`src/rtl/vend_pkg.sv`:
```
// vend_pkg: shared types and helpers for the multi-product vending controller.
//   coin_e     : coin acceptor encoding (00=1, 01=2, 10=5 units, 11=illegal)
//   state_e    : controller states (IDLE, PEND, VEND)
//   coin_units : decode a coin code to its value in coin units (0 for illegal)
package vend_pkg;

  typedef enum logic [1:0] {
    COIN_1   = 2'b00,
    COIN_2   = 2'b01,
    COIN_5   = 2'b10,
    COIN_BAD = 2'b11
  } coin_e;

  typedef enum logic [1:0] {
    IDLE = 2'd0,
    PEND = 2'd1,
    VEND = 2'd2
  } state_e;

  localparam int COIN_UNITS_W = 3;

  function automatic logic [COIN_UNITS_W-1:0] coin_units(input coin_e code);
    case (code)
      COIN_1:  coin_units = 3'd1;
      COIN_2:  coin_units = 3'd2;
      COIN_5:  coin_units = 3'd5;
      default: coin_units = 3'd0;
    endcase
  endfunction

endpackage

```
`src/rtl/vend_credit.sv`:
```
// vend_credit: coin credit accumulator with ceiling check.
//   clk, rst      : clock, asynchronous active-low reset
//   coin_vld/val  : one-cycle coin strobe and coin code
//   clr           : drop credit to 0 at the next edge (sale or refund)
//   eff           : combinational effective credit = credit + accepted coin
//   credit        : registered credit
//   coin_rej      : registered one-cycle pulse for an illegal or over-ceiling coin
// Without clr the register simply loads eff, so a coin arriving while the
// credit was just cleared becomes the new credit.
module vend_credit
  import vend_pkg::*;
#(
  parameter int CRED_W     = 6,
  parameter int MAX_CREDIT = 2**CRED_W - 1
) (
  input  logic              clk,
  input  logic              rst,
  input  logic              coin_vld,
  input  logic [1:0]        coin_val,
  input  logic              clr,
  output logic [CRED_W:0]   eff,
  output logic [CRED_W-1:0] credit,
  output logic              coin_rej
);

  logic [CRED_W:0] sum;
  logic            take;

  // NOTE: every signal written here gets a value on every path, otherwise
  // synthesis infers a latch to hold the old value.
  always_comb begin
    sum  = {1'b0, credit} + (CRED_W+1)'(coin_units(coin_e'(coin_val)));
    take = coin_vld && (coin_e'(coin_val) != COIN_BAD) &&
           (sum <= (CRED_W+1)'(MAX_CREDIT));
    eff  = take ? sum : {1'b0, credit};
  end

  // NOTE: registers use non-blocking assignments so every flop samples the
  // pre-edge values, independent of statement order.
  always_ff @(posedge clk or negedge rst) begin
    if (!rst) begin
      credit   <= '0;
      coin_rej <= 1'b0;
    end else begin
      credit   <= clr ? '0 : eff[CRED_W-1:0];
      coin_rej <= coin_vld && !take;
    end
  end

endmodule

```
`src/rtl/vend_multi.sv`:
```
// vend_multi: parametrised multi-product vending controller.
//   clk, rst                 : clock, asynchronous active-low reset
//   coin_vld, coin_val       : coin strobe and code (see vend_pkg::coin_e)
//   sel_vld, sel_idx         : product selection strobe and index
//   cancel                   : refund request (beats a same-cycle selection)
//   restock_vld/idx/cnt      : load a stock counter (VEND_STOCK_EN only)
//   dispense                 : one-hot one-cycle dispense pulse
//   change_vld, change       : one-cycle change/refund strobe and amount
//   coin_rej, sel_rej        : one-cycle rejection pulses
//   credit                   : registered credit
//   busy                     : high while a selection waits for credit (PEND)
// Build option: define VEND_STOCK_EN to add per-item stock counters; without
// it the restock ports are ignored and stock is unlimited.
// The sale decision is taken at the edge that samples the qualifying coin or
// selection; dispense/change are registered on that edge and the FSM spends
// that visible pulse cycle in VEND, then returns to IDLE.
module vend_multi
  import vend_pkg::*;
#(
  parameter int N_ITEMS    = 4,
  parameter int CRED_W     = 6,
  parameter logic [0:N_ITEMS-1][CRED_W-1:0] PRICES =
    {CRED_W'(5), CRED_W'(4), CRED_W'(3), CRED_W'(2)},
  parameter int MAX_CREDIT = 2**CRED_W - 1,
  parameter int STOCK_W    = 4
) (
  input  logic                       clk,
  input  logic                       rst,
  input  logic                       coin_vld,
  input  logic [1:0]                 coin_val,
  input  logic                       sel_vld,
  input  logic [$clog2(N_ITEMS)-1:0] sel_idx,
  input  logic                       cancel,
  input  logic                       restock_vld,
  input  logic [$clog2(N_ITEMS)-1:0] restock_idx,
  input  logic [STOCK_W-1:0]         restock_cnt,
  output logic [N_ITEMS-1:0]         dispense,
  output logic                       change_vld,
  output logic [CRED_W-1:0]          change,
  output logic                       coin_rej,
  output logic                       sel_rej,
  output logic [CRED_W-1:0]          credit,
  output logic                       busy
);

  localparam int IDX_W = $clog2(N_ITEMS);

  state_e            state;
  logic [IDX_W-1:0]  item_q;
  logic [CRED_W:0]   eff;
  logic              clr;

  logic              active;
  logic              sel_in_range;
  logic              sel_stock_ok;
  logic              item_stock_ok;
  logic              do_cancel;
  logic              sel_ok;
  logic              sel_bad;
  logic              do_vend;
  logic [IDX_W-1:0]  tgt_item;
  logic [CRED_W-1:0] tgt_price;

  vend_credit #(
    .CRED_W     (CRED_W),
    .MAX_CREDIT (MAX_CREDIT)
  ) u_credit (
    .clk      (clk),
    .rst      (rst),
    .coin_vld (coin_vld),
    .coin_val (coin_val),
    .clr      (clr),
    .eff      (eff),
    .credit   (credit),
    .coin_rej (coin_rej)
  );

`ifdef VEND_STOCK_EN
  logic [STOCK_W-1:0] stock [N_ITEMS];

  assign sel_stock_ok  = (stock[sel_idx] != '0);
  assign item_stock_ok = (stock[item_q] != '0);

  // NOTE: the stock array is reset element by element because an empty
  // machine must refuse every sale until it is restocked.
  always_ff @(posedge clk or negedge rst) begin
    if (!rst) begin
      for (int i = 0; i < N_ITEMS; i++) stock[i] <= '0;
    end else begin
      for (int i = 0; i < N_ITEMS; i++) begin
        // A restock landing on the item being sold overrides the decrement.
        if (restock_vld && (int'(restock_idx) == i))
          stock[i] <= restock_cnt;
        else if (do_vend && (int'(tgt_item) == i))
          stock[i] <= stock[i] - STOCK_W'(1);
      end
    end
  end
`else
  logic unused_restock;

  assign sel_stock_ok   = 1'b1;
  assign item_stock_ok  = 1'b1;
  assign unused_restock = ^{restock_vld, restock_idx, restock_cnt};
`endif

  // Decision for this cycle: cancel first, then a (possibly new) target item
  // is sold if the effective credit covers its price.
  always_comb begin
    active       = (state == IDLE) || (state == PEND);
    sel_in_range = (int'(sel_idx) < N_ITEMS);
    do_cancel    = active && cancel;
    sel_ok       = active && !cancel && sel_vld && sel_in_range && sel_stock_ok;
    sel_bad      = active && !cancel && sel_vld && !(sel_in_range && sel_stock_ok);
    tgt_item     = sel_ok ? sel_idx : item_q;
    tgt_price    = PRICES[tgt_item];
    do_vend      = active && !cancel && (sel_ok || (state == PEND)) &&
                   (sel_ok || item_stock_ok) &&
                   (eff >= {1'b0, tgt_price});
    clr          = do_cancel || do_vend;
  end

  always_ff @(posedge clk or negedge rst) begin
    if (!rst) begin
      state      <= IDLE;
      item_q     <= '0;
      dispense   <= '0;
      change_vld <= 1'b0;
      change     <= '0;
      sel_rej    <= 1'b0;
      busy       <= 1'b0;
    end else begin
      dispense   <= '0;
      change_vld <= 1'b0;
      change     <= '0;
      sel_rej    <= sel_bad;
      busy       <= 1'b0;
      case (state)
        IDLE, PEND: begin
          if (do_cancel) begin
            state <= IDLE;
            if (eff != '0) begin
              change_vld <= 1'b1;
              change     <= eff[CRED_W-1:0];
            end
          end else if (do_vend) begin
            state      <= VEND;
            dispense   <= N_ITEMS'(1) << tgt_item;
            change_vld <= 1'b1;
            // eff >= price here, so the difference always fits CRED_W bits.
            change     <= eff[CRED_W-1:0] - tgt_price;
          end else if (sel_ok) begin
            state  <= PEND;
            item_q <= sel_idx;
            busy   <= 1'b1;
          end else begin
            busy <= (state == PEND);
          end
        end
        VEND:    state <= IDLE;
        default: state <= IDLE;
      endcase
    end
  end

endmodule

```
`config.mk`:
```
export PLATFORM = sky130hd
export DESIGN_NAME = vend_multi
export DESIGN_NICKNAME = d
export VERILOG_FILES = /design/src/rtl/vend_pkg.sv /design/src/rtl/vend_credit.sv /design/src/rtl/vend_multi.sv
export SDC_FILE = /design/constraint.sdc
export NUM_CORES = 1
export LEC_CHECK = 0
export CORE_AREA = 8 8 64 66
export CTS_CLUSTER_DIAMETER = 50
export DETAILED_ROUTE_END_ITERATION = 16
export DIE_AREA = 0 0 72 74
export GPL_ROUTABILITY_DRIVEN = 0
export PLACE_DENSITY = 0.84
export REMOVE_ABC_BUFFERS = 1
export SLEW_MARGIN = 25
export SYNTH_ARGS = -nofsm -noshare
export SYNTH_HDL_FRONTEND = slang
export SYNTH_SLANG_ARGS = --single-unit
```
`constraint.sdc`:
```
create_clock -name clk -period 3.75 [get_ports clk]
set_input_delay 0.75 -clock clk [delete_from_list [all_inputs] [get_ports clk]]
set_output_delay 0.75 -clock clk [all_outputs]
set_load 0.01 [all_outputs]
```
# After elaboration in Yosys (flattened, before gate mapping)
# Index checks and enable logic that the tools add are counted.
# classes
n_lt_le_gt_ge	3
muxes	26
eq_ne	5
reduce_logical	18
addsub	2
n_bitwise	3
n_shift	1
# ops
op	count
2-to-1 mux 6 bit	7
binary-select mux 6 bit (select 2 bit)	1
2-to-1 mux 4 bit	3
2-to-1 mux 2 bit	5
one-hot mux 3 bit (3 select lines)	1
logical AND 1 bit	8
2-to-1 mux 1 bit	8
adder 6 x 3 -> 7 bit	1
greater-or-equal comparator 7 x 6 -> 1 bit	1
<= comparator 7 x 6 -> 1 bit (second input constant)	1
2-to-1 mux 7 bit	1
nonzero test 7 bit	1
subtractor 6 bit	1
equality test 2 x 1 -> 1 bit (second input constant)	2
zero test 2 bit	2
!= test 4 bit (second input constant)	1
left shift 1 x 2 -> 4 bit (first input constant)	1
greater-or-equal comparator 3 bit (second input constant)	1
logical OR 1 bit	3
inverter 2 -> 3 bit	1
AND reduction 3 bit	1
equality test 2 bit (second input constant)	1
zero test 1 bit	2
!= test 2 bit (second input constant)	1
2 further kinds	3
# totals
out_inout_bits	20
regBits	23
elab_cells	66

# Depth between registers and ports, before layout
# Gate-level depths: netlist (run 1).
# logic_depth
ltp_word	14
mapped_depth	16
ltp_nobuf	16

# By module
# From an unflattened synthesis (run 1), not the netlist that was laid out.
# unflattened
cells_unflattened	146
hier_area_um2	1501.4
# modules_own_cells
module	instances	cells_per_inst	area_per_inst_um2	seq_area_each_um2
vend_multi	1	90	932.1	400.4
vend_credit	1	56	569.3	175.2

# Worst setup path before layout (run 1)
# Ideal clock, no wire load.
# synth_path
path_kind	input to register
from	input port coin_val[0]
to	register item_q[0]
arrival_time_ps	3709
path_slack_ps	-86
stages	16
cell_sequence	inv_1 ha_1 inv_1 fa_1 nor2b_4 o21ai_0 o21ai_1 mux2i_1 inv_1 ha_1 a21oi_1 and2_1 nand2_1 inv_1 and3_1 mux2_1
# synth_via
elab_chain_cells	10
elab_cells_between_ends	14
cone_classes	add/sub (1); order compare (2); eq/ne (3); mux (2); bitwise (1); reduce/logical (5)
# synth_rtl
item	line_no	source
start: declaration	vend_multi.sv:30	input logic [1:0] coin_val,
equality test 2 bit (tied with other cells)	vend_pkg.sv:23	case (code)
one-hot mux 3 bit (3 select lines)	vend_pkg.sv:23	
adder 6 x 3 -> 7 bit	vend_credit.sv:32	sum = {1'b0, credit} + (CRED_W+1)'(coin_units(coin_e'(coin_val)));
<= comparator 7 x 6 -> 1 bit	vend_credit.sv:34	(sum <= (CRED_W+1)'(MAX_CREDIT));
logical AND 1 bit	vend_credit.sv:33	take = coin_vld && (coin_e'(coin_val) != COIN_BAD) &&
2-to-1 mux 7 bit (*)	vend_credit.sv:35	eff = take ? sum : {1'b0, credit};
greater-or-equal comparator 7 x 6 -> 1 bit (*)	vend_multi.sv:119	(eff >= {1'b0, tgt_price});
logical AND 1 bit (*)	vend_multi.sv:118	(sel_ok || item_stock_ok) &&
inverter 1 bit (no line) (*)	-	
AND reduction 3 bit (no line) (*)	-	
end signal: assignment	vend_multi.sv:154	item_q <= sel_idx;
end: declaration	vend_multi.sv:49	logic [IDX_W-1:0] item_q;
# Mark *: on every way between the ends. The rest lies on a longest branch, timed or not.
# A chain may end at the register's enable or synchronous reset.

# Worst setup path after layout (run 1)
# layout_path
from	input port coin_val[1]
to	register item_q[1]
# Same word-level chain as after synthesis.

==> impl_summary.md, run 1 <==
Global routing
After global routing the overflow that remains totals 0. The aggregate global-route resource usage is 0.1313. The via count of the first global-routing pass is 1257. The initial antenna violation count was 0. The first global-routing pass estimated 5630 um of wire. Entering global routing, the biggest net connects 24 pins.

Yosys
The number of flops mapped to enable cells by yosys is 0. The number of synthesized register bits is 23. The combinational family with the most area after synthesis is simple AND/OR/NAND/NOR gates. In the synthesized netlist the dominant register cell turns out to be dfrtp_1. The cell count after synthesis came out at 133. Yosys attributes the largest share of cell area to dfrtp_1 42%, ha_1 5.5%, mux2i_1 4.4%. The synthesized cell area is 1355 sq um. Of the total synthesized cell area, the portion taken by full adders, half adders and majority gates is 0.08495. Synthesis instantiated 47 different standard cells from the library. The complex-gate fraction of the synthesized area is 0.1625. The share of the Yosys chip area taken by registers is 0.4247.

The share of flip-flops with an asynchronous set or reset after synthesis is 1.000. The portion of synthesized area spent on multiplexers is 0.06094. The synthesized area per cell is 10.19 sq um.

dfrtp_1 takes more of the synthesized area than any other cell. The post-synthesis share of cell area spent on and, or, nand and nor gates is 0.2161. Of the total synthesized cell area, the portion taken by XOR and XNOR cells is 0.01293. Of the post-synthesis cell area, the dominant cell type holds 0.4247.

Yosys printed 0 warnings.

Setup path
STA classifies the critical path startpoint as an input pin. The critical path arrival is 3.83 ns. For the worst setup path, the data required time is 3.97 ns. The critical path is of the in2reg type. Along the worst path, the maximum fanout reaches 5. The nature of the critical path endpoint is a flop.

Routing
For this run, the detailed router's first-pass iteration total came to 4. The total via count after detailed routing is 1171. After detailed routing, the average wire length per cell comes to 14.49 um. In the routed design, unresolved DRC markers number 0. For this block, the routed nets add up to 3260 um of wire. Dividing the detail-routed via count by the number of cells gives 5.204.

In this run, the number of DRC markers left after iteration 0 of detailed routing was 72. The remaining antenna violation count is 0.

STA
The post-layout minimum cycle time is 3.610 ns. For the pin with the worst max-slew slack, the measured transition is 0.4954 ns. The clock tree skew after final layout is 0.001412 ns. Measured against its own limit, the worst slew margin works out to 0.6663.

The achievable clock frequency is 277.0 MHz. Setup violations remaining at the end of the flow were counted as 0. Summed over all failing endpoints, the final setup total negative slack is 0 ns. The worst slack on hold paths is 0.3736 ns.

The final max-slew violation count was 0. Setup repair after global routing could not meet its margin everywhere. The count of endpoints failing hold in the final timing report is 0.

In the finished design, the share of the clock period the worst path needs comes to 0.9626.

Placement
The instance area at placement is 1795 sq um. The count of buffers inserted at the top-level ports is 27. The detailed placer's ending HPWL is 2629 um.

Including well taps, the total number of placed cells is 221.

Power and ir drop
Dividing total power by cell area gives a power density of 638.1 nW/um^2. The total design power is 1.196 mW. The static leakage is 0.8530 nW. The worst voltage drop across the vdd grid is 352.5 uV.

Job
The max-cap violation count is 0.

Min path
In this run the worst hold path is classified as in2async.

Clock network
The H-tree depth reported by CTS is 1. The root buffer cell is clkbuf_4. The largest buffer count on any clock path is 2. The number of hold-repair buffers added at the cts stage is 0.

The TritonCTS buffer count is 3. The sink count of the clock tree is 23. TritonCTS built the clock tree.

At the later pin of the worst-skew pair, clock insertion delay measures 0.32 ns. The clock-pin slew on the worst setup and hold paths is 0.12 ns.

Finish
The area growth from synthesis to layout is 38.32%. The number of antenna diodes in the final layout is 0. In the final layout, the share of cells above drive strength 1 is 0.2291.

The finished layout holds 225 standard cells, fillers aside. The final layout contains 204 nets. The design area is 1874 sq um.

Floorplanning
The core area is 3179 sq um. The number of primary I/O pins is 36. The die extent in y is 74 um. From left edge to right edge, the die measures 72 um. In this run the core area contains 21 standard-cell rows.

The initial utilization of the core area, before any placement, comes to 0.4262. The area enclosed by the die boundary is 5328 sq um.

Status
The run finished with clean final reports.
-- sequential cells by signal (all words and copies together) (netlist names) --
name               cells
busy                   1
change                 6
change_vld             1
dispense               4
item_q                 2
state                  2
u_credit.coin_rej      1
u_credit.credit        6
-- layout by cell type, fill, tap and decap left out, types with 2 or more instances in the layout --
| cell | n |
|---|---|
| inv_1 | 9 |
| o211ai_1 | 2 |
| nand2_1 | 7 |
| mux2_1 | 2 |
| clkdlybuf4s50_1 | 25 |
| nand3_1 | 4 |
| nor2_1 | 6 |
| clkbuf_4 | 3 |
| and3_1 | 4 |
| o21ai_0 | 3 |
| buf_4 | 16 |
| xnor2_1 | 2 |
| fa_2 | 2 |
| nor3_1 | 12 |
| ha_1 | 4 |
| and2_1 | 2 |
| dfrtp_1 | 23 |
| a21oi_1 | 3 |
| a21oi_2 | 2 |
| o21ai_2 | 2 |
| mux2i_1 | 5 |
| nand2b_1 | 2 |
| o22ai_1 | 2 |
-- cells by family after synthesis --
group                      count (synthesis)
buffers and inverters                     11
adders and majority gates                  8
DFF                                       23
other                                      1
xor gates and xnor gates                   2
muxes                                      8
AOI/OAI and AO/OA                         29
and+or+nand+nor                           51
-- per-stage QoR --
step / util / worst slack [ns]
final: 0.5895 / 0.1404
after global routing: 0.5895 / -0.02986
after CTS: 0.5821 / 0.05528
after detailed placement: 0.5647 / -0.6758
after global placement: 0.5647 / -0.4630
after floorplan: - / -0.08646
-- where the power goes --
part	switching, mW	total, mW	leakage (nW)	internal (mW)
combinational	0.342	0.722	0.527	0.381
sequential	0.0375	0.358	0.309	0.320
clock	0.0755	0.116	0.0177	0.0400
total	0.455	1.20	0.853	0.741
-- path summary, 6_finish.rpt --
kind                                               from                     to  slack (ns)  cells after the start
max                                         coin_val[1]  item_q[1]$_DFFE_PN0P_        0.14                     15
min                                                 rst    change[5]$_DFF_PN0_        0.37                      1
max reg2reg                u_credit.credit[0]$_DFF_PN0_  item_q[1]$_DFFE_PN0P_        0.48                     15
min reg2reg                       item_q[0]$_DFFE_PN0P_  item_q[0]$_DFFE_PN0P_        0.51                      1
max in group asynchronous                           rst    change[1]$_DFF_PN0_        3.05                      1
min in group clk                  item_q[0]$_DFFE_PN0P_  item_q[0]$_DFFE_PN0P_        0.51                      1
-- worst max-delay path, cell delays in order --
cell	delay [ns]
clkdlybuf4s50_1	0.42
nand2b_1	0.19
fa_2	0.41
nor2b_4	0.13
o21ai_1	0.09
o21ai_2	0.19
mux2i_1	0.28
inv_1	0.11
ha_4	0.31
nand3b_1	0.12
and2_4	0.17
nand2_2	0.10
inv_1	0.06
and3_4	0.17
mux2_1	0.31
-- layer usage --
metal,share of wire,routed length [um],vias up,global-route usage
met1,0.42,1372,565,0.1493
met3,0.044,145,6,0.03235
met4,0.014,46,0,0.04989
met5,0,0,-,0
li1,-,-,573,-
met2,0.52,1696,27,0.2328
-- layout make-up --
class | instances | area (sq um)
fillers | 266 | 1305
multi-input cells | 99 | 789.5
flip-flops and latches | 23 | 575.6
repair buffers | 43 | 384.1
well taps | 46 | 57.56
inverters | 10 | 40.04
clock buffers | 3 | 22.52
clock inverters | 1 | 5.005
-- cell usage after synthesis, drive strengths merged, types with 2 or more instances --
| library cell | n |
|---|---|
| mux2i | 6 |
| o21ai | 7 |
| dfrtp | 23 |
| inv | 10 |
| a21boi | 2 |
| and3 | 5 |
| nand2b | 2 |
| nor3 | 12 |
| fa | 2 |
| o22ai | 2 |
| nor2b | 3 |
| a211o | 2 |
| nand3 | 4 |
| nor2 | 6 |
| nand2 | 8 |
| ha | 6 |
| a21oi | 5 |
| mux2 | 2 |
| and2 | 3 |
| o211ai | 2 |
| xnor2 | 2 |
-- what timing repair did --
item / 4_1_cts / 5_1_grt
resized for setup: 8 / 8
setup endpoints to repair: 20 / 6
buffers inserted: 0 / 0
pin swaps: 2 / 2
Note: power is estimated with default switching activity, not from simulation.
==> run 2, diff against run 1 <==
--- a/config.mk
+++ b/config.mk
@@ -6,12 +6,12 @@
 export NUM_CORES = 1
 export LEC_CHECK = 0
 export CORE_AREA = 8 8 64 66
-export CTS_CLUSTER_DIAMETER = 50
 export DETAILED_ROUTE_END_ITERATION = 16
 export DIE_AREA = 0 0 72 74
 export GPL_ROUTABILITY_DRIVEN = 0
 export PLACE_DENSITY = 0.84
 export REMOVE_ABC_BUFFERS = 1
+export SETUP_SLACK_MARGIN = 0.1
 export SLEW_MARGIN = 25
 export SYNTH_ARGS = -nofsm -noshare
 export SYNTH_HDL_FRONTEND = slang
==> impl_summary.md, run 2 (synthesized netlist as in run 1, its figures left out) <==
Setup path
The launching element type of the critical path is an input pin. The critical path crosses 17 cells after its start point. The logic depth of the worst register-to-register path is 15. Of all nets on the critical path, the largest fanout is 5. The critical path starts at coin_val[0]. Walking the worst path, the cells encountered are clkbuf_2 > inv_1 > ha_2 > inv_1 > fa_2 > nor2b_4 > o21ai_2 > o21ai_2 > mux2i_1 > inv_1 > ha_4 > a21oi_4 > and2_4 > nand2_4 > inv_2 > and3_4 > mux2_1. The required time at the endpoint of the critical path is 3.96 ns. The largest delay contributor family on the critical path is adder cells. The startpoint-to-endpoint class of the critical path is in2reg. The most repeated library cell on the critical path is inv_1. In this run the critical register-to-register path is captured at item_q[1]$_DFFE_PN0P_. The worst stage delay on the critical path is 0.42 ns. The standard cell with the maximum stage delay on the critical path is fa_2. The nature of the critical path endpoint is a flop.

The destination of the critical timing path is item_q[1]$_DFFE_PN0P_. The critical path arrival is 3.64 ns. The setup slack of the worst register-to-register path is 0.42 ns. The critical register-to-register path startpoint is u_credit.credit[0]$_DFF_PN0_.

The count of buffering cells on the critical path with inverters included is 5.

Clock network
The H-tree depth reported by CTS is 1. The largest buffer count on any clock path is 2. TritonCTS built the clock tree.

The latest clock arrival within the worst-skew pair is 0.31 ns. The TritonCTS buffer count is 3. For this design, the CTS-stage hold fixing added 0 buffers.

In this run the clock root is driven by a clkbuf_4. Counting every sink on the clock net gives 23. The clock-pin slew on the worst setup and hold paths is 0.12 ns.

Power and ir drop
The internal portion of total power is 0.7913 mW. The switching power is 0.4942 mW. The share of total power dissipated in sequential elements is 0.280. The switching share of power is 0.3844. Summed over all cells, the static leakage comes to 0.8801 nW. Of the total power, combinational logic draws 0.631. The worst voltage drop across the vdd grid is 357.9 uV. The design draws 1.286 mW. The share of total power dissipated in the clock network is 0.089. The total power per unit cell area is 663.3 nW/um^2.

Placement
Including well taps, the total number of placed cells is 221. The placed instances occupy a cell area of 1795 sq um. Once detailed placement completed, the half-perimeter wirelength came to 2629 um. The count of buffers inserted at the top-level ports is 27.

Finish
The sequential cell area is 575.6 sq um. The share of post-route cells with drive strength above 1 is 0.2732. The number of nets at the end of the flow is 208. After routing the design area is 1938 sq um. In the final layout, the multi-input gates occupy 820.8 sq um. In the layout the commonest cells are 24 x clkdlybuf4s50_1, 23 x dfrtp_1, 19 x buf_4.

The largest registers in the layout are change (6), u_credit.credit (6), dispense (4). The final-layout fill cell count is 256. The layout-stage area growth over the synthesis result is 43.03%. 0 antenna diodes ended up in the layout.

The most frequent standard cell in the layout excluding fill and tap cells is clkdlybuf4s50_1. The count of cells in the finished layout, fillers not included, comes to 229.

Floorplanning
The total number of placement rows is 21. The number of primary I/O pins is 36. The area enclosed by the die boundary is 5328 sq um. The die extent in x is 72 um.

The initial core utilization is 0.4262. The die extent in y is 74 um. The core area is 3179 sq um.

STA
The achievable clock frequency is 291.3 MHz. The transition time at the pin with the least slew margin is 0.5087 ns. The clock tree skew after final layout is 0.002625 ns. The final max-slew violation count is 0. The final number of setup-violating endpoints is 0. The post-layout minimum cycle time is 3.433 ns. The tightest slew margin relative to the limit is 0.6573.

Setup repair after global routing left no endpoint under its margin. The count of endpoints failing hold in the final timing report came to 0. The final period utilization is 0.9156.

Global routing
The via count of the first global-routing pass is 1253. The first-pass GRT wire length is 5595 um. The total congestion overflow after global routing is 0. For this run, the total global-route usage over all layers was measured as 0.1305. The initial antenna violation count was 0. Entering global routing, the biggest net connects 24 pins.

Routing
The detail route stage leaves a number of antenna-violating nets equal to 0. The first routing iteration left 97 violations. The via density per instance is 5.371.

The total routed wirelength is 3481 um. The detailed-route wire length per cell is 15.20 um. The total via count after detailed routing is 1230. The residual DRC count is 0. Before antenna repair, the detailed router went through 4 iterations.

Status
The run finished with clean final reports.

Min path
The path class of the tightest hold or removal check is in2async.

Job
The tool flagged a number of max-cap violations equal to 0.
[run 2: changes by cell type in the layout (fill, tap and decap cells not counted), sizes merged]
cell           delta
buf               +4
clkbuf            +1
clkdlybuf4s50     -1
dlygate4sd2       -1
dlymetal6s2s      +1
[run 2: power by group through the flow]
stage          logic, mW  clock network [mW]  registers (mW)
3_3_place_gp       0.632                   0           0.357
5_1_grt            0.882               0.123           0.369
3_5_place_dp       0.654                   0           0.363
4_1_cts            0.715               0.118           0.359
6_report           0.811               0.114           0.360
2_1_floorplan      0.325                   0           0.384
[run 2: worst min-delay path by stage]
stage,to,start,slack (ns),cells after the start
after global placement,item_q[1]$_DFFE_PN0P_,item_q[1]$_DFFE_PN0P_,0.47,1
final,u_credit.credit[5]$_DFF_PN0_,rst,0.38,1
after CTS,item_q[0]$_DFFE_PN0P_,item_q[0]$_DFFE_PN0P_,0.51,1
after global routing,u_credit.credit[3]$_DFF_PN0_,rst,0.42,1
after floorplan,busy$_DFF_PN0_,rst,0.45,0
after detailed placement,item_q[0]$_DFFE_PN0P_,item_q[0]$_DFFE_PN0P_,0.48,1
[run 2: layer usage]
layer,GRT usage,part of all wire
met2,0.2328,0.52
met1,0.1469,0.41
met4,0.04989,0.016
met3,0.03235,0.048
met5,0,0
[run 2: layout make-up]
cell class | instances | area share
sequential | 23 | 0.2970
multi-input combinational | 99 | 0.4235
clock inverter | 1 | 0.002582
tap | 46 | 0.02970
clock buffer | 3 | 0.01162
inverter | 10 | 0.02066
timing repair buffer | 47 | 0.2150
[run 2: timing repair]
| item | in CTS | in global routing |
|---|---|---|
| endpoints found under the setup margin | 21 | 20 |
| pin swaps | 3 | 6 |
| resized for setup | 9 | 17 |
| setup buffers | 1 | 3 |
| cloned | 0 | 0 |
[run 2: stage by stage]
step	setup TNS (ns)	hold slack (ns)	util	setup slack, ns
after floorplan	-0.3444	0.4544	-	-0.08646
after global placement	-6.700	0.4676	0.5647	-0.4630
after detailed placement	-10.53	0.4842	0.5647	-0.6758
after CTS	0	0.5131	0.5872	0.08832
after global routing	0	0.4250	0.6096	0.1645
final	0	0.3828	0.6096	0.3166
[run 2: worst reg2reg max path: cells and delay by family, from the launching register on]
family | cells | cell delay, ns
DFF | 1 | 0.47
muxes | 2 | 0.60
adders and majority gates | 3 | 0.93
buffers and inverters | 3 | 0.23
and+or+nand+nor | 4 | 0.57
AOI/OAI and AO/OA | 3 | 0.42
==> run 3, diff against run 2 <==
--- a/config.mk
+++ b/config.mk
@@ -5,11 +5,11 @@
 export SDC_FILE = /design/constraint.sdc
 export NUM_CORES = 1
 export LEC_CHECK = 0
-export CORE_AREA = 8 8 64 66
+export CORE_AREA = 8 8 66 68
 export DETAILED_ROUTE_END_ITERATION = 16
-export DIE_AREA = 0 0 72 74
+export DIE_AREA = 0 0 74 76
 export GPL_ROUTABILITY_DRIVEN = 0
-export PLACE_DENSITY = 0.84
+export PLACE_DENSITY = 0.82
 export REMOVE_ABC_BUFFERS = 1
 export SETUP_SLACK_MARGIN = 0.1
 export SLEW_MARGIN = 25
==> constraint.sdc (replaced) <==
create_clock -name clk -period 3.1 [get_ports clk]
set_input_delay 0.62 -clock clk [delete_from_list [all_inputs] [get_ports clk]]
set_output_delay 0.62 -clock clk [all_outputs]
set_load 0.01 [all_outputs]
==> impl_summary.md, run 3 (synthesized netlist as in run 1, its figures left out) <==
Status
The run finished with clean final reports.

Setup path
The endpoint of the worst-slack reg-to-reg timing path is change[4]$_DFF_PN0_. Among all stages on the critical path, the largest delay is contributed by fa_2. The number of cells on the worst reg-to-reg path is 15. The cell family contributing the most delay on the critical path is adder cells. Traced cell by cell, the critical path runs through buf_8 > inv_4 > ha_4 > inv_2 > fa_2 > nor2b_4 > o21ai_2 > o21ai_2 > buf_4 > mux2i_4 > ha_2 > inv_1 > fa_2 > a21oi_2 > o2111a_1 > o21ai_0 > o211ai_1. The critical path arrival is 3.26 ns. The setup slack of the worst register-to-register path is 0.10 ns. The worst setup path is captured at a flop.

The worst setup path is of the in2reg kind. In this run the critical register-to-register path is launched from u_credit.credit[0]$_DFF_PN0_. The count of buffering cells on the critical path with inverters included is 5.

On the worst path, the slowest cell contributes a delay of 0.36 ns. In this run the worst path has a maximum fanout of 4. STA puts the critical path data required time at 3.34 ns. STA classifies the critical path startpoint as an input pin.

Finish
The repair_antennas step left the layout with diodes totalling 0. The largest registers in the layout are change (6), u_credit.credit (6), dispense (4). The layout-stage area growth over the synthesis result is 57.80%. The top cell types in the final layout, fill and taps aside, are 36 x buf_4, 25 x clkdlybuf4s50_1, 23 x dfrtp_1. The most frequent standard cell in the layout excluding fill and tap cells is buf_4.

In the final layout, the share of cells above drive strength 1 is 0.3762. The number of nets at the end of the flow is 227.

Min path
The worst hold path begins at item_q[1]$_DFFE_PN0P_. The terminating pin of the worst hold path is item_q[1]$_DFFE_PN0P_. The type of the worst min-delay path is reg2reg. The cell depth of the worst min-delay path is 1.

STA
The final worst slack is 0.08226 ns. Setup violations remaining at the end of the flow were counted as 0. In this run the tightest slew margin relative to its limit is 0.6272.

The final period utilization is 0.9735. The final max-slew violation count is 0. For the pin with the worst max-slew slack, the measured transition is 0.5534 ns. Derived from the worst setup path, the maximum achievable clock frequency is 331.4 MHz.

The setup TNS is 0 ns. The routed design could run at a clock period as short as 3.018 ns. The clock tree skew after final layout is 0.002188 ns.

The count of endpoints failing hold in the final timing report is 0. Setup repair after global routing could not meet its margin everywhere.

Clock network
The TritonCTS buffer count is 3. The sink count of the clock tree is 23. The H-tree depth reported by CTS is 1.

The largest buffer count on any clock path is 2. The clock-pin slew on the worst setup and hold paths is 0.13 ns. The clock tree from TritonCTS is done. The latest clock arrival within the worst-skew pair is 0.32 ns. The number of hold-repair buffers added at the cts stage is 0. The root buffer cell is clkbuf_4.

Global routing
The maximum number of pins on one net before global-route repair is 24. The initial antenna violation count is 0. For this run, the total global-route usage over all layers was measured as 0.1380. The via count of the first global-routing pass is 1347. The total congestion overflow after global routing is 0.

The first-pass GRT wire length is 6147 um.

Floorplanning
During I/O placement, the number of pins put on the boundary was 36. The area enclosed by the die boundary is 5624 sq um. The total number of placement rows is 22.

The die extent in y is 76 um. The core area is 3441 sq um. The initial core utilization is 0.3938. The die extent in x is 74 um.

Routing
The total via count after detailed routing is 1282. The remaining antenna violation count is 0. For this run, design rule violations remaining after detail routing come to 0.

After detailed routing, the average wire length per cell comes to 15.48 um. The via density per instance is 5.128. The detailed router's first-iteration violation count is 67. The first detailed-routing pass ran for 4 iterations. Summed over all layers, the routed wires come to 3871 um.

Power and ir drop
The worst voltage drop across the vdd grid is 432.8 uV. The fraction of power consumed by combinational cells is 0.646. The switching power is 0.6280 mW. The part of the total power dissipated in the clock network is 0.088.

Power spread over the standard cell area amounts to 762.9 nW/um^2. The part of the total power dissipated in sequential elements is 0.267. The internal portion of total power is 1.003 mW. The switching share of power is 0.3850. The design draws 1.631 mW. The static leakage is 0.9827 nW.

Job
Max-cap violations in this run came to 0.

Placement
The detailed placer's ending HPWL is 2758 um. During placement, the flow inserted port buffers numbering 27. Before CTS, the worst setup slack after placement is -0.9697 ns.
==> run 3: stage by stage <==
step / area (sq um) / utilization / instances / hold slack [ns]
after floorplan: 1348 / - / 132 / 0.3244
after detailed placement: 1933 / 0.5618 / 241 / 0.4754
final: 2138 / 0.6215 / 250 / 0.5294
after global routing: 2138 / 0.6215 / 250 / 0.5448
after CTS: 2074 / 0.6029 / 248 / 0.5278
after global placement: 1933 / 0.5618 / 241 / 0.4673
==> run 3: how the worst max path moves through the flow <==
stage	from	end	cells past startpoint
floorplan	coin_val[0]	item_q[0]$_DFFE_PN0P_	16
global placement	coin_val[0]	item_q[1]$_DFFE_PN0P_	17
detailed placement	coin_val[0]	item_q[1]$_DFFE_PN0P_	17
CTS	u_credit.credit[0]$_DFF_PN0_	item_q[1]$_DFFE_PN0P_	15
global route	coin_val[0]	change[4]$_DFF_PN0_	16
finish	coin_val[0]	change[4]$_DFF_PN0_	17
==> run 3: power groups by stage <==
stage | logic, mW | clock network (mW) | registers [mW]
2_1_floorplan | 0.393 | 0 | 0.465
3_3_place_gp | 0.835 | 0 | 0.431
3_5_place_dp | 0.862 | 0 | 0.434
4_1_cts | 0.997 | 0.148 | 0.432
5_1_grt | 1.13 | 0.154 | 0.443
6_report | 1.05 | 0.143 | 0.435
==> run 3: final cells by class <==
type,instances,area [sq um]
fillers,289,1303
multi-input cells,99,855.8
flip-flops and latches,23,575.6
inverters,10,42.54
clock buffers,3,22.52
well taps,48,60.06
clock inverters,1,7.507
repair buffers,66,574.3
==> run 3: what timing repair did <==
item                       CTS  global route
gates resized for setup     35             9
pin swaps                   11             9
cloned                       0             0
setup endpoints to repair   21            21
buffers inserted             4             2
==> run 3: metal layers <==
layer  track usage  part of all wire  vias to the layer above
li1              -                 -                      615
met1        0.1509              0.41                      638
met2        0.2500              0.54                       23
met3       0.01447             0.030                        6
met4       0.06600             0.018                        0
met5             0                 0                        -
